`src/rtl/sys_bridge_n_if.sv`:
```
// sys_bridge_n_if -- CPU data-port bus between the processor and sys_bridge_n.
//
// Signals:
//   PrAddr    [31:2]  CPU word address
//   PrWD      [31:0]  CPU write data
//   PrReq             access valid this cycle
//   PrWrite           1 = write, 0 = read (qualified by PrReq)
//   PrRD      [31:0]  registered read data (bridge -> CPU)
//   PrRDValid         one-cycle pulse, PrRD valid
//   PrErr             one-cycle pulse, unmapped access
//
// Modports: master = CPU side, slave = bridge side.
interface sys_bridge_n_if;
    logic [31:2] PrAddr;
    logic [31:0] PrWD;
    logic        PrReq;
    logic        PrWrite;
    logic [31:0] PrRD;
    logic        PrRDValid;
    logic        PrErr;

    modport master (
        output PrAddr, PrWD, PrReq, PrWrite,
        input  PrRD, PrRDValid, PrErr
    );

    modport slave (
        input  PrAddr, PrWD, PrReq, PrWrite,
        output PrRD, PrRDValid, PrErr
    );
endinterface

```
`src/rtl/sys_bridge_n.sv`:
```
// sys_bridge_n -- system bridge between the CPU data port and up to five
// memory-mapped peripherals, plus a local interrupt block driving HWInt[7:2].
//
// Address map (16-byte windows starting at DEV_BASE):
//   DEV_BASE + 16*i     device i, word offsets 0..2 (offset 3 unmapped)
//   LOC = DEV_BASE + 16*NUM_DEV:
//     +0 IRQ_PEND  bits [NUM_DEV:0], ext_irq at bit NUM_DEV
//     +4 IRQ_MASK  RW, same width, resets to all ones
//     +8 ERR_CNT   16-bit saturating unmapped-access counter, any write clears
//     +C unmapped
//
// Ports:
//   clk, reset_n      clock, asynchronous active-low reset
//   cpu               CPU bus (sys_bridge_n_if.slave)
//   dev_RD            per-device read data, device i at [32i+31:32i]
//   dev_IRQ           per-device interrupt requests
//   ext_irq           external interrupt line
//   dev_WE            per-device write enable (combinational)
//   dev_Addr, dev_WD  pass-through of PrAddr / PrWD
//   HWInt[7:2]        interrupt lines to CP0 (pend & mask)
//
// Build option: BRIDGE_IRQ_EDGE_EN
//   defined   -> IRQ_PEND bits set on rising input edges, write-1-to-clear
//                at LOC+0, set wins over a same-cycle clear.
//   undefined -> IRQ_PEND is a registered copy of {ext_irq, dev_IRQ};
//                writes to LOC+0 are accepted and ignored.
module sys_bridge_n #(
    parameter int unsigned NUM_DEV  = 2,
    parameter logic [31:0] DEV_BASE = 32'h0000_7F00
) (
    input  logic                   clk,
    input  logic                   reset_n,
    sys_bridge_n_if.slave          cpu,
    input  logic [NUM_DEV*32-1:0]  dev_RD,
    input  logic [NUM_DEV-1:0]     dev_IRQ,
    input  logic                   ext_irq,
    output logic [NUM_DEV-1:0]     dev_WE,
    output logic [31:2]            dev_Addr,
    output logic [31:0]            dev_WD,
    output logic [7:2]             HWInt
);

    localparam int unsigned IW     = NUM_DEV + 1;
    localparam logic [27:0] BASE_W = DEV_BASE[31:4];
    localparam logic [27:0] LOC_W  = BASE_W + 28'(NUM_DEV);

    // Word offset inside a 16-byte window.
    typedef enum logic [1:0] {
        OFF_PEND = 2'd0,
        OFF_MASK = 2'd1,
        OFF_ERR  = 2'd2,
        OFF_NONE = 2'd3
    } win_off_t;

    win_off_t          off;
    logic [NUM_DEV-1:0] hit;
    logic              loc_win;
    logic              wr_req;
    logic              rd_req;
    logic              unmapped;
    logic              wr_mask;
    logic              wr_err;
    logic [31:0]       rd_mux;
    logic [IW-1:0]     irq_in;

    logic [IW-1:0]     pend;
    logic [IW-1:0]     mask;
    logic [15:0]       err_cnt;

    // ------------------------------------------------------------------
    // Address decode
    // ------------------------------------------------------------------
    always_comb begin
        off     = win_off_t'(cpu.PrAddr[3:2]);
        hit     = '0;
        for (int unsigned i = 0; i < NUM_DEV; i++) begin
            hit[i] = (cpu.PrAddr[31:4] == BASE_W + 28'(i)) && (off != OFF_NONE);
        end
        loc_win = (cpu.PrAddr[31:4] == LOC_W) && (off != OFF_NONE);
    end

    assign wr_req   = cpu.PrReq & cpu.PrWrite;
    assign rd_req   = cpu.PrReq & ~cpu.PrWrite;
    assign unmapped = cpu.PrReq & ~(|hit) & ~loc_win;
    assign wr_mask  = wr_req & loc_win & (off == OFF_MASK);
    assign wr_err   = wr_req & loc_win & (off == OFF_ERR);
    assign irq_in   = {ext_irq, dev_IRQ};

    // Devices sample the write on the same edge as the request.
    assign dev_WE   = {NUM_DEV{wr_req}} & hit;
    assign dev_Addr = cpu.PrAddr;
    assign dev_WD   = cpu.PrWD;

    // ------------------------------------------------------------------
    // Read source select; unmapped reads return the AAAA filler
    // ------------------------------------------------------------------
    always_comb begin
        rd_mux = 32'hAAAA_AAAA;
        for (int unsigned i = 0; i < NUM_DEV; i++) begin
            if (hit[i]) begin
                rd_mux = dev_RD[32*i +: 32];
            end
        end
        if (loc_win) begin
            case (off)
                OFF_PEND: rd_mux = 32'(pend);
                OFF_MASK: rd_mux = 32'(mask);
                OFF_ERR:  rd_mux = 32'(err_cnt);
                default:  rd_mux = 32'hAAAA_AAAA;
            endcase
        end
    end

    // ------------------------------------------------------------------
    // Registered read response; PrRD holds between reads
    // ------------------------------------------------------------------
    always_ff @(posedge clk or negedge reset_n) begin
        if (!reset_n) begin
            cpu.PrRD      <= '0;
            cpu.PrRDValid <= 1'b0;
            cpu.PrErr     <= 1'b0;
        end else begin
            cpu.PrRDValid <= rd_req;
            cpu.PrErr     <= unmapped;
            if (rd_req) begin
                cpu.PrRD <= rd_mux;
            end
        end
    end

    // ------------------------------------------------------------------
    // Error counter (saturating) and interrupt mask
    // ------------------------------------------------------------------
    always_ff @(posedge clk or negedge reset_n) begin
        if (!reset_n) begin
            err_cnt <= '0;
        end else if (wr_err) begin
            err_cnt <= '0;
        end else if (unmapped && (err_cnt != '1)) begin
            err_cnt <= err_cnt + 16'd1;
        end
    end

    always_ff @(posedge clk or negedge reset_n) begin
        if (!reset_n) begin
            mask <= '1;
        end else if (wr_mask) begin
            mask <= cpu.PrWD[IW-1:0];
        end
    end

    // ------------------------------------------------------------------
    // Interrupt pending
    // ------------------------------------------------------------------
`ifdef BRIDGE_IRQ_EDGE_EN
    logic          wr_pend;
    logic [IW-1:0] irq_prev;
    logic [IW-1:0] pend_clr;

    assign wr_pend  = wr_req & loc_win & (off == OFF_PEND);
    assign pend_clr = wr_pend ? cpu.PrWD[IW-1:0] : '0;

    // Clear is applied first so a coincident rising edge re-sets the bit.
    always_ff @(posedge clk or negedge reset_n) begin
        if (!reset_n) begin
            pend     <= '0;
            irq_prev <= '0;
        end else begin
            pend     <= (pend & ~pend_clr) | (irq_in & ~irq_prev);
            irq_prev <= irq_in;
        end
    end
`else
    always_ff @(posedge clk or negedge reset_n) begin
        if (!reset_n) begin
            pend <= '0;
        end else begin
            pend <= irq_in;
        end
    end
`endif

    always_comb begin
        HWInt         = '0;
        HWInt[2 +: IW] = pend & mask;
    end

endmodule

```
`src/flat_wrapper.sv`:
```
// flat-port wrapper written by rule: the top's interface ports become plain ports
module sys_bridge_n_flat 
#(
    parameter int unsigned NUM_DEV  = 2,
    parameter logic [31:0] DEV_BASE = 32'h0000_7F00
)
  (clk, reset_n, dev_RD, dev_IRQ, ext_irq, dev_WE, dev_Addr, dev_WD, HWInt, cpu_PrAddr, cpu_PrWD, cpu_PrReq, cpu_PrWrite, cpu_PrRD, cpu_PrRDValid, cpu_PrErr);
  sys_bridge_n_if cpu_i ();
  input  logic clk;
  input  logic reset_n;
  input  logic [NUM_DEV*32-1:0] dev_RD;
  input  logic [NUM_DEV-1:0] dev_IRQ;
  input  logic ext_irq;
  output logic [NUM_DEV-1:0] dev_WE;
  output logic [31:2] dev_Addr;
  output logic [31:0] dev_WD;
  output logic [7:2] HWInt;
  input wire logic [$bits(cpu_i.PrAddr)-1:0] cpu_PrAddr;
  input wire logic [$bits(cpu_i.PrWD)-1:0] cpu_PrWD;
  input wire logic [$bits(cpu_i.PrReq)-1:0] cpu_PrReq;
  input wire logic [$bits(cpu_i.PrWrite)-1:0] cpu_PrWrite;
  output wire logic [$bits(cpu_i.PrRD)-1:0] cpu_PrRD;
  output wire logic [$bits(cpu_i.PrRDValid)-1:0] cpu_PrRDValid;
  output wire logic [$bits(cpu_i.PrErr)-1:0] cpu_PrErr;
  assign cpu_i.PrAddr = cpu_PrAddr;
  assign cpu_i.PrWD = cpu_PrWD;
  assign cpu_i.PrReq = cpu_PrReq;
  assign cpu_i.PrWrite = cpu_PrWrite;
  assign cpu_PrRD = cpu_i.PrRD;
  assign cpu_PrRDValid = cpu_i.PrRDValid;
  assign cpu_PrErr = cpu_i.PrErr;
  sys_bridge_n #(.NUM_DEV(NUM_DEV), .DEV_BASE(DEV_BASE)) u_core (.clk(clk), .reset_n(reset_n), .cpu(cpu_i), .dev_RD(dev_RD), .dev_IRQ(dev_IRQ), .ext_irq(ext_irq), .dev_WE(dev_WE), .dev_Addr(dev_Addr), .dev_WD(dev_WD), .HWInt(HWInt));
endmodule
```
`config.mk`:
```
export PLATFORM = sky130hd
export DESIGN_NAME = sys_bridge_n_flat
export DESIGN_NICKNAME = d
export VERILOG_FILES = /design/src/rtl/sys_bridge_n_if.sv /design/src/rtl/sys_bridge_n.sv /design/src/flat_wrapper.sv
export SDC_FILE = /design/constraint.sdc
export NUM_CORES = 1
export LEC_CHECK = 0
export BUFFER_PORTS_ARGS = -buffer_cell sky130_fd_sc_hd__buf_2
export CAP_MARGIN = 20
export CORE_MARGIN = 2
export CORE_UTILIZATION = 46
export CTS_CLUSTER_DIAMETER = 50
export CTS_CLUSTER_SIZE = 12
export DETAILED_ROUTE_END_ITERATION = 10
export HOLD_SLACK_MARGIN = 0.06
export PLACE_DENSITY = 0.9
export SLEW_MARGIN = 20
export SYNTH_ARGS = -nofsm -noshare
export SYNTH_HDL_FRONTEND = slang
export SYNTH_SLANG_ARGS = --single-unit
```
`constraint.sdc`:
```
create_clock -name clk -period 5 [get_ports clk]
set_clock_uncertainty 0.2 [all_clocks]
set_input_delay 0.75 -clock clk [delete_from_list [all_inputs] [get_ports clk]]
set_output_delay 0.75 -clock clk [all_outputs]
set_load 0.1 [all_outputs]
```
Yosys cells after proc, flatten, opt, wreduce, memory -nomap -nowiden
Cells that the tools add are included.
{ "word_totals": {"register_bits": 56, "latch_bits": 0, "ram_bits": 0, "rom_bits": 0, "inputBits": 133, "output_inout_bits": 104, "elab_cells": 39, "memories": 0} }
{ "classes": {"n_addsub": 1, "mul": 0, "div_mod_pow": 0, "n_lt_le_gt_ge": 0, "eq_ne": 7, "shift": 0, "mux": 6, "n_bitwise": 12, "n_reduce_logical": 7} }
{ "ops": {"columns": ["op", "count"], "rows": [
  ["two-way mux 32 bit", 3],
  ["case mux 32 bit (3 select lines)", 1],
  ["== test 28 x 11 -> 1 bit, second input constant", 3],
  ["two-way mux 16 bit", 2],
  ["adder 16 x 1 -> 16 bit, second input constant", 1],
  ["inequality test 16 bit, second input constant", 1],
  ["bitwise AND 1 bit", 7],
  ["logical AND 1 bit", 4],
  ["bitwise AND 3 bit", 1],
  ["inverter 1 bit", 3],
  ["bitwise AND 2 bit", 1],
  ["== test 2 x 1 -> 1 bit, second input constant", 1],
  ["== test 2 bit, second input constant", 1],
  ["zero test 2 bit", 1],
  ["inequality test 2 bit, second input constant", 1],
  ["nonzero test 2 bit", 1],
  ["OR reduction 2 bit", 1]
]} }

Depth between registers and ports, before layout
Gate-level depths: netlist of run 1.
{ "logic_depth": {"ltp_word": 9, "ltp_mapped": 9, "mapped_depth_nobuf": 6} }

Worst setup path after synthesis of run 1
OpenSTA, ideal clock, no wires.
{ "synth_path": {"path_kind": "input to output", "startpoint": "in cpu_PrAddr[15]", "endpoint": "out dev_WE[0]", "arrival_ns": 4.456, "setup_slack_ns": -0.406, "path_stages": 5, "n_path_buf": 1, "path_cell_list": "nor4_2 > and4_1 > nand3_1 > clkbuf_1 > nor4_1"} }
{ "synth_between": {"elab_chain_cells": 3} }
{ "synth_rtl": {"columns": ["element", "line", "rtl"], "rows": [
  ["start: declaration", "flat_wrapper.sv:18", "input wire logic [$bits(cpu_i.PrAddr)-1:0] cpu_PrAddr;"],
  ["== test 28 x 11 -> 1 bit", "sys_bridge_n.sv:77", "hit[i] = (cpu.PrAddr[31:4] == BASE_W + 28'(i)) && (off != OFF_NONE);"],
  ["logical AND 1 bit", "sys_bridge_n.sv:77", null],
  ["bitwise AND 2 bit", "sys_bridge_n.sv:90", "assign dev_WE = {NUM_DEV{wr_req}} & hit;"],
  ["end: declaration", "flat_wrapper.sv:14", "output logic [NUM_DEV-1:0] dev_WE;"]
]} }
Every way passes these cells.

Final worst setup path of run 1
{ "layout_path": {"startpoint": "in cpu_PrAddr[2]", "endpoint": "out dev_WE[1]"} }
Same word-level chain as after synthesis.

==> results.json, run 1 <==
{
  "avgSynthCellArea_sq_um": 8.86,
  "max_cap_viol_count": 0,
  "cts_root_buf": "clkbuf_8",
  "numClockSinks": 56,
  "switchingPower_mw": 0.395,
  "seq_area_sq_mm": 0.00141,
  "power.density_mw_per_mm2": 267,
  "n_fill_cell": 698,
  "async_flop_share": 1.00,
  "ys_warn_count": 0,
  "areaGrowthSynthToFinish_pct": 16.1,
  "grt_setup_unrepaired": "false",
  "end_kind": "primary output",
  "worst_pin_slew_ps": 1080,
  "slew_headroom": 0.275,
  "final_util": 0.549,
  "diodes": 0,
  "grt_pass1_wl_um": 15300,
  "cts_buffers": 5,
  "io_pins": 237,
  "drt_iter0_markers": 262,
  "grt_max_degree": 57,
  "critPathLaunchType": "primary input",
  "synth_ff_type": "dfrtp_1",
  "r2r_start": "u_core.err_cnt[0]",
  "core-area_sq_mm": 0.00769,
  "grt_pass1_vias": 3295,
  "dpl-instance-area_sq_mm": 0.00408,
  "via_per_inst": 5.67,
  "path_class": "primary input to primary output",
  "p_seq_frac": 0.455,
  "period_share": 0.700,
  "yosysTopAreaCell": "dfrtp_1",
  "final_max_slew_viol_count": 0,
  "ys_types": 45,
  "p_int_mw": 0.733,
  "critPathRequiredTime_ps": 4050,
  "die-area_sq_mm": 0.00863,
  "worstPathMaxFanout": 31,
  "h-tree-depth": 2,
  "synth-edff-count": 0,
  "power_frac_comb": 0.262,
  "design_area_sq_mm": 0.00422,
  "antenna_found_initial": 0,
  "nets": 644,
  "netlist.area_leader.share": 0.365,
  "drive_gt1_frac": 0.401,
  "postCtsSetupBuffers": 0,
  "fmax_ghz": 0.286,
  "hold_ws_ps": 289,
  "p_clk_frac": 0.283,
  "hold_buffers": 0,
  "final_antenna_net_count": 0,
  "grt_overflow": 0,
  "r2r_cells": 5,
  "setup_viol": 0,
  "dr.pass1.iters": 5,
  "start_util": 0.473,
  "synthTopCellsByArea": "dfrtp_1, buf_4, mux2i_1",
  "r2r_end": "u_core.err_cnt[15]",
  "rows": 32,
  "syn_area_sq_mm": 0.00363,
  "die-height_um": 92.9,
  "synthMostInstantiatedCell": "buf_4",
  "avgRoutedWirePerCell_um": 16.1,
  "netSwitchingFraction": 0.350,
  "drcViolationCount": 0,
  "tritoncts": "yes",
  "grtUsageTotal": 0.221,
  "p_leak_nw": 1.93,
  "vias": 3478,
  "yosysSeqAreaShare": 0.387,
  "worstSetupEndpoint": "dev_WE[1]",
  "cts_buffer_depth": 2,
  "finalCriticalPeriod_ps": 3500,
  "hold_class": "flip-flop to flip-flop",
  "synth_cells": 410,
  "clk_latency_ps": 310,
  "yosys_register_bits": 56,
  "run_status": "complete, no violations",
  "critical_path_arrival_ps": 2550,
  "cts-resized-gates": 0,
  "netlist_top_cells_count": "buf_4, dfrtp_1, nand2_1, nor2_1, o21ai_0",
  "die_x_um": 92.9,
  "peakVddDrop_v": 0.000124,
  "r2r_slack_ps": 2770,
  "startpoint": "cpu_PrAddr[2]",
  "multi_input_area_sq_mm": 0.00164,
  "fin_setup_tns_ps": 0,
  "place_congestion": 0.837,
  "hpwl_um": 7540,
  "wl_um": 9860,
  "hold_violations": 0,
  "portBuffers": 175,
  "path_clk_slew_ps": 90
}
## layout by cell type (no fill, tap or decap), types with 2 or more instances in the layout
cell | synthesis | layout
and2_1 | 4 | 4
nand3_1 | 11 | 11
mux2i_1 | 19 | 19
a22oi_1 | 7 | 7
nor2b_1 | 4 | 4
nand4_1 | 9 | 9
nand2_1 | 45 | 45
and4b_1 | 2 | 2
o21ai_0 | 20 | 20
and4_1 | 2 | 2
and3_1 | 2 | 2
nor2_1 | 40 | 40
buf_4 | 66 | 3
o22ai_1 | 7 | 7
nor4_4 | 3 | 4
buf_2 | 7 | 175
o31ai_1 | 9 | 9
mux2_4 | 3 | 3
nor4_1 | 2 | 2
clkbuf_8 | 0 | 7
nand3_2 | 2 | 2
nor4_2 | 3 | 2
dfrtp_1 | 53 | 53
dfstp_2 | 3 | 3
a2111oi_0 | 8 | 8
or3_1 | 5 | 5
or4_1 | 9 | 9
o21ai_1 | 11 | 11
conb_1 | 1 | 3
inv_1 | 5 | 5
a21oi_1 | 19 | 19
o41ai_1 | 3 | 3
## cells by family (layout without fill, tap and decap cells)
kind of cell | Yosys count | in the layout | share of synthesized area
AO/OA/AOI/OAI | 87 | 87 | 0.149
adder cells (fa/ha/maj) | 1 | 1 | 0.00344
buffers and inverters | 93 | 192 | 0.167
flip-flops | 56 | 56 | 0.387
multiplexers | 22 | 22 | 0.0647
other | 1 | 3 | 0.00103
AND/OR/NAND/NOR | 150 | 150 | 0.228
## area by class of cell
class,instances,share of cell area
flip-flops and latches,56,0.333
inverters,6,0.00534
clock inverters,1,0.00712
clock buffers,7,0.0228
well taps,102,0.0302
multi-input cells,263,0.388
repair buffers,178,0.213
## power by group through the flow
stage / clock network (mW) / registers (mW) / logic [mW]
after floorplan: 0 / 0.523 / 0.326
after global placement: 0 / 0.517 / 0.288
after detailed placement: 0 / 0.520 / 0.295
after CTS: 0.326 / 0.511 / 0.296
after global routing: 0.350 / 0.519 / 0.314
final: 0.319 / 0.513 / 0.296
## registers in the layout (all words and copies together), names as in the netlist
register,cells
u_core.pend,3
u_core.cpu.PrRDValid,1
u_core.err_cnt,16
u_core.cpu.PrRD,32
u_core.cpu.PrErr,1
u_core.mask,3
## layer usage
layer  global-route usage  wire length [um]  vias to the layer above
met5                    0                 0                        -
met3               0.0399               808                       36
met1                0.258              3710                     1633
met4               0.0686               262                        0
li1                     -                 -                     1599
met2                0.408              5080                      210
## critical path, stage by stage
cell,delay (ps)
buf_2,560
clkinv_1,430
nor4_1,330
buf_2,470
## metrics by stage
| stage | setup WS [ps] | power [mW] | instances |
|---|---|---|---|
| after detailed placement | 1460 | 0.815 | 605 |
| after CTS | 1500 | 1.13 | 613 |
| after global placement | 1510 | 0.805 | 605 |
| after global routing | 1350 | 1.18 | 613 |
| final | 1500 | 1.13 | 613 |
| after floorplan | -406 | 0.849 | 412 |
## worst min-delay path by stage
stage                     cells after the start                  end                 from
after floorplan                               0     u_core.cpu.PrErr              reset_n
after global placement                        2  u_core.cpu.PrRD[16]  u_core.cpu.PrRD[16]
after detailed placement                      2   u_core.cpu.PrRD[2]   u_core.cpu.PrRD[2]
after CTS                                     2   u_core.cpu.PrRD[2]   u_core.cpu.PrRD[2]
after global routing                          2   u_core.cpu.PrRD[0]   u_core.cpu.PrRD[0]
final                                         2   u_core.cpu.PrRD[0]   u_core.cpu.PrRD[0]
Power figures use the tool's default switching activity.
==> run 2: changes to the inputs <==
CORE_UTILIZATION = 39   (was 46)
PLACE_DENSITY = 0.82   (was 0.9)
clock period = 3 ns   (was 5 ns; I/O delays follow)
==> run 2 against run 1 <==
  * Critical path depth up 3
  * Largest power group unchanged
  * Power up 55%
  * Critical endpoint unchanged
  * Highest routed layer unchanged
  * First-iteration DRC count is 18% lower
==> results.json, run 2 (synthesis gave the netlist of run 1 again) <==
{
  "cp_num_cells": 7,
  "fin_setup_tns_ps": 0,
  "n_fill_cell": 865,
  "hold_ws_ps": 187,
  "final_max_slew_viol_count": 0,
  "hold_class": "primary input to flip-flop",
  "die-height_um": 101,
  "drcViolationCount": 0,
  "grt_max_degree": 25,
  "crit_slowest_cell": "nor4_4",
  "portBuffers": 175,
  "r2r_cells": 6,
  "wl_um": 9570,
  "numClockSinks": 56,
  "critPathLaunchType": "primary input",
  "hold_buffers": 4,
  "finalCriticalPeriod_ps": 2660,
  "path_clk_slew_ps": 100,
  "nets": 657,
  "hpwl_um": 7440,
  "p_leak_nw": 1.97,
  "diodes": 0,
  "layout_common_cells": "buf_2, dfrtp_1, nand2_1, nor2_1, o21ai_0",
  "io_pins": 237,
  "cts_buffer_depth": 2,
  "h-tree-depth": 2,
  "worst_pin_slew_ps": 667,
  "dr.pass1.iters": 4,
  "die-area_sq_mm": 0.0101,
  "grt_pass1_wl_um": 14900,
  "crit_path_cell_trace": "buf_2, nor4_2, and4_1, nand3_1, buf_4, nor4_4, buf_12",
  "slew_headroom": 0.552,
  "final_antenna_net_count": 0,
  "cts_root_buf": "clkbuf_8",
  "place_congestion": 0.759,
  "start_util": 0.397,
  "largest_register_ffs": 32,
  "core-area_sq_mm": 0.00915,
  "period_share": 0.886,
  "via_per_inst": 5.31,
  "die_x_um": 101,
  "postCtsSetupBuffers": 0,
  "fmax_ghz": 0.376,
  "rows": 35,
  "max_cap_viol_count": 0,
  "mostFrequentLayoutCell": "buf_2",
  "crit_family": "simple AND/OR/NAND/NOR gates",
  "worstPathMaxFanout": 21,
  "end_kind": "primary output",
  "crit_buf_inv": 3,
  "antenna_found_initial": 0,
  "cts-resized-gates": 0,
  "hold_depth": 2,
  "grt_setup_unrepaired": "false",
  "peakVddDrop_v": 0.000217,
  "grt_pass1_vias": 3203,
  "drive_gt1_frac": 0.409,
  "slowest_delay_ps": 330,
  "critPathRequiredTime_ps": 2350,
  "clk_latency_ps": 310,
  "avgRoutedWirePerCell_um": 15.1,
  "cts_buffers": 5,
  "regMostFlops": "u_core.cpu.PrRD",
  "areaGrowthSynthToFinish_pct": 19.5,
  "power.density_mw_per_mm2": 403,
  "drt_iter0_markers": 215,
  "reg_top3": "u_core.cpu.PrRD (32), u_core.err_cnt (16)",
  "grt_overflow": 0,
  "path_class": "primary input to primary output",
  "hold_violations": 0,
  "setup_viol": 0,
  "vias": 3368,
  "run_status": "complete, no violations",
  "tritoncts": "yes",
  "grtUsageTotal": 0.184,
  "critical_path_arrival_ps": 2010
}
## run 2: worst register-to-register path, stage by stage (launching register included)
cell,delay (ps)
dfrtp_1,440
ha_1,190
nand3_1,240
or2_2,390
nor2_1,290
o21ai_0,120
a21oi_1,170
## run 2: final cells by class
cell class / instances / area (sq um) / share of cell area
clock buffer: 6 / 72.6 / 0.0167
tap: 111 / 139 / 0.0320
sequential: 56 / 1410 / 0.324
inverter: 6 / 22.5 / 0.00519
clock inverter: 1 / 5.00 / 0.00115
multi-input combinational: 263 / 1660 / 0.383
timing repair buffer: 191 / 1040 / 0.239
## run 2: where the power goes
group | total [mW] | switching (mW) | internal, mW
Clock | 0.398 | 0.238 | 0.160
Sequential | 0.851 | 0.0543 | 0.796
Combinational | 0.501 | 0.363 | 0.139
Total | 1.75 | 0.655 | 1.09
## run 2: metal layers
| layer | vias up | share of wire | GRT usage |
|---|---|---|---|
| li1 | 1617 | - | - |
| met1 | 1564 | 0.39 | 0.211 |
| met2 | 162 | 0.51 | 0.345 |
| met3 | 25 | 0.074 | 0.0361 |
| met4 | 0 | 0.022 | 0.0527 |
| met5 | - | 0 | 0 |
## run 2: per-stage QoR
stage / std cells / cell area [sq um] / total power [mW] / worst slack, ps / utilization
after floorplan: 412 / 3670 / 1.42 / 2.96 / -
after CTS: 634 / 4340 / 1.76 / 292 / 0.474
after detailed placement: 623 / 4220 / 1.36 / 291 / 0.461
final: 634 / 4340 / 1.75 / 341 / 0.474
after global routing: 634 / 4340 / 1.82 / 186 / 0.474
after global placement: 623 / 4220 / 1.35 / 359 / 0.461
## run 2: path summary, 6_finish.rpt
kind	start	to	slack, ps
max	cpu_PrAddr[15]	dev_WE[1]	340
min reg2reg	u_core.cpu.PrRD[1]	u_core.cpu.PrRD[1]	300
min	cpu_PrWD[1]	u_core.mask[1]	190
max in group asynchronous	reset_n	u_core.cpu.PrRD[28]	1640
max reg2reg	u_core.err_cnt[0]	u_core.err_cnt[1]	890
min in group asynchronous	reset_n	u_core.cpu.PrRD[17]	360
==> run 3: changes to the inputs <==
CORE_UTILIZATION = 27   (was 39)
PLACE_DENSITY = 0.62   (was 0.82)
==> run 3 against run 2 <==
  * Design area is 5.4% higher
  * Routed wire length is 4.9% higher
  * Largest power group unchanged
  * Power is 25% higher
  * Maximum frequency is 2.0% higher
==> results.json, run 3 (synthesis gave the netlist of run 1 again) <==
{
  "design_area_sq_mm": 0.00458,
  "finalCriticalPeriod_ps": 2610,
  "start_util": 0.275,
  "worstHoldStart": "cpu_PrWD[1]",
  "clk_latency_ps": 290,
  "worst_pin_slew_ps": 570,
  "setup_viol": 0,
  "critical_path_arrival_ps": 1960,
  "core-area_sq_mm": 0.0132,
  "dpl-instance-area_sq_mm": 0.00432,
  "place_congestion": 0.789,
  "areaGrowthSynthToFinish_pct": 26.0,
  "grt_pass1_vias": 3210,
  "hold_buffers": 4,
  "mostFrequentLayoutCell": "buf_2",
  "cts_buffer_depth": 2,
  "rows": 42,
  "drcViolationCount": 0,
  "power.density_mw_per_mm2": 478,
  "path_class": "primary input to primary output",
  "final_max_slew_viol_count": 0,
  "worstPathMaxFanout": 11,
  "avgRoutedWirePerCell_um": 14.3,
  "cts_buffers": 5,
  "postCtsSetupBuffers": 0,
  "r2r_start": "u_core.err_cnt[0]",
  "via_per_inst": 4.78,
  "run_status": "complete, no violations",
  "r2r_end": "u_core.err_cnt[0]",
  "largest_register_ffs": 32,
  "hold_ws_ps": 208,
  "nets": 659,
  "reg_top3": "u_core.cpu.PrRD (32), u_core.err_cnt (16)",
  "max_cap_viol_count": 0,
  "path_clk_slew_ps": 70,
  "portBuffers": 175,
  "critPathLaunchType": "primary input",
  "antenna_found_initial": 1,
  "end_kind": "primary output",
  "die-height_um": 120,
  "fin_setup_tns_ps": 0,
  "hold_violations": 0,
  "slew_headroom": 0.619,
  "hold_end": "u_core.mask[1]",
  "hold_depth": 2,
  "drt_iter0_markers": 177,
  "critPathRequiredTime_ps": 2350,
  "cts-resized-gates": 0,
  "r2r_slack_ps": 840,
  "finalPower_mw": 2.19,
  "vias": 3357,
  "r2r_cells": 6,
  "p_leak_nw": 2.04,
  "grt_overflow": 0,
  "numClockSinks": 56,
  "drive_gt1_frac": 0.414,
  "tritoncts": "yes",
  "grtUsageTotal": 0.136,
  "h-tree-depth": 2,
  "wl_um": 10000,
  "io_pins": 237,
  "fmax_ghz": 0.384,
  "grt_setup_unrepaired": "false",
  "die-area_sq_mm": 0.0144,
  "final_antenna_net_count": 0,
  "grt_pass1_wl_um": 15700,
  "period_share": 0.869,
  "grt_max_degree": 28,
  "regMostFlops": "u_core.cpu.PrRD",
  "dr.pass1.iters": 4,
  "hold_class": "primary input to flip-flop",
  "hpwl_um": 8010,
  "peakVddDrop_v": 0.000192,
  "layout_common_cells": "buf_2, dfrtp_1, nand2_1, nor2_1, o21ai_0",
  "cts_root_buf": "clkbuf_16",
  "die_x_um": 120
}
[run 3: final cells by class]
| class | instances | area (sq um) |
|---|---|---|
| Antenna cell | 1 | 2.50 |
| Clock buffer | 5 | 125 |
| Timing Repair Buffer | 193 | 1050 |
| Multi-Input combinational cell | 263 | 1660 |
| Fill cell | 1374 | 8610 |
| Sequential cell | 56 | 1410 |
| Tap cell | 176 | 220 |
| Inverter | 6 | 22.5 |
| Clock inverter | 3 | 90.1 |
[run 3: stage by stage]
| step | worst slack (ps) | std cells | util |
|---|---|---|---|
| 6_report | 393 | 703 | 0.347 |
| 5_1_grt | 307 | 703 | 0.347 |
| 4_1_cts | 398 | 702 | 0.347 |
| 3_5_place_dp | 398 | 690 | 0.327 |
| 3_3_place_gp | 419 | 690 | 0.327 |
| 2_1_floorplan | 2.96 | 412 | - |
[run 3: worst max path at each step]
stage | startpoint | endpoint | slack, ps
CTS | cpu_PrAddr[15] | dev_WE[1] | 400
floorplan | cpu_PrAddr[15] | dev_WE[1] | 3
detailed placement | cpu_PrAddr[15] | dev_WE[0] | 400
global route | cpu_PrAddr[15] | dev_WE[1] | 310
finish | cpu_PrAddr[15] | dev_WE[1] | 390
global placement | cpu_PrAddr[15] | dev_WE[0] | 420
[run 3: layer usage]
metal / wire length, um / GRT usage / share of wire
met4: 101 / 0.0485 / 0.010
met3: 737 / 0.0309 / 0.073
met5: 0 / 0 / 0
met2: 5200 / 0.247 / 0.52
met1: 4000 / 0.157 / 0.40
[run 3: where the power goes]
| group | switching (mW) | internal (mW) | leakage [nW] | total, mW |
|---|---|---|---|---|
| combinational | 0.364 | 0.140 | 1.28 | 0.504 |
| clock | 0.268 | 0.563 | 0.104 | 0.830 |
| sequential | 0.0547 | 0.797 | 0.664 | 0.851 |
| total | 0.687 | 1.50 | 2.04 | 2.19 |
[run 3: critical path: stages]
cell and delay [ps]:
buf_2 110, nor4_2 290, and4_1 300, nand3_1 80, buf_4 190, nor4_4 320
buf_12 210
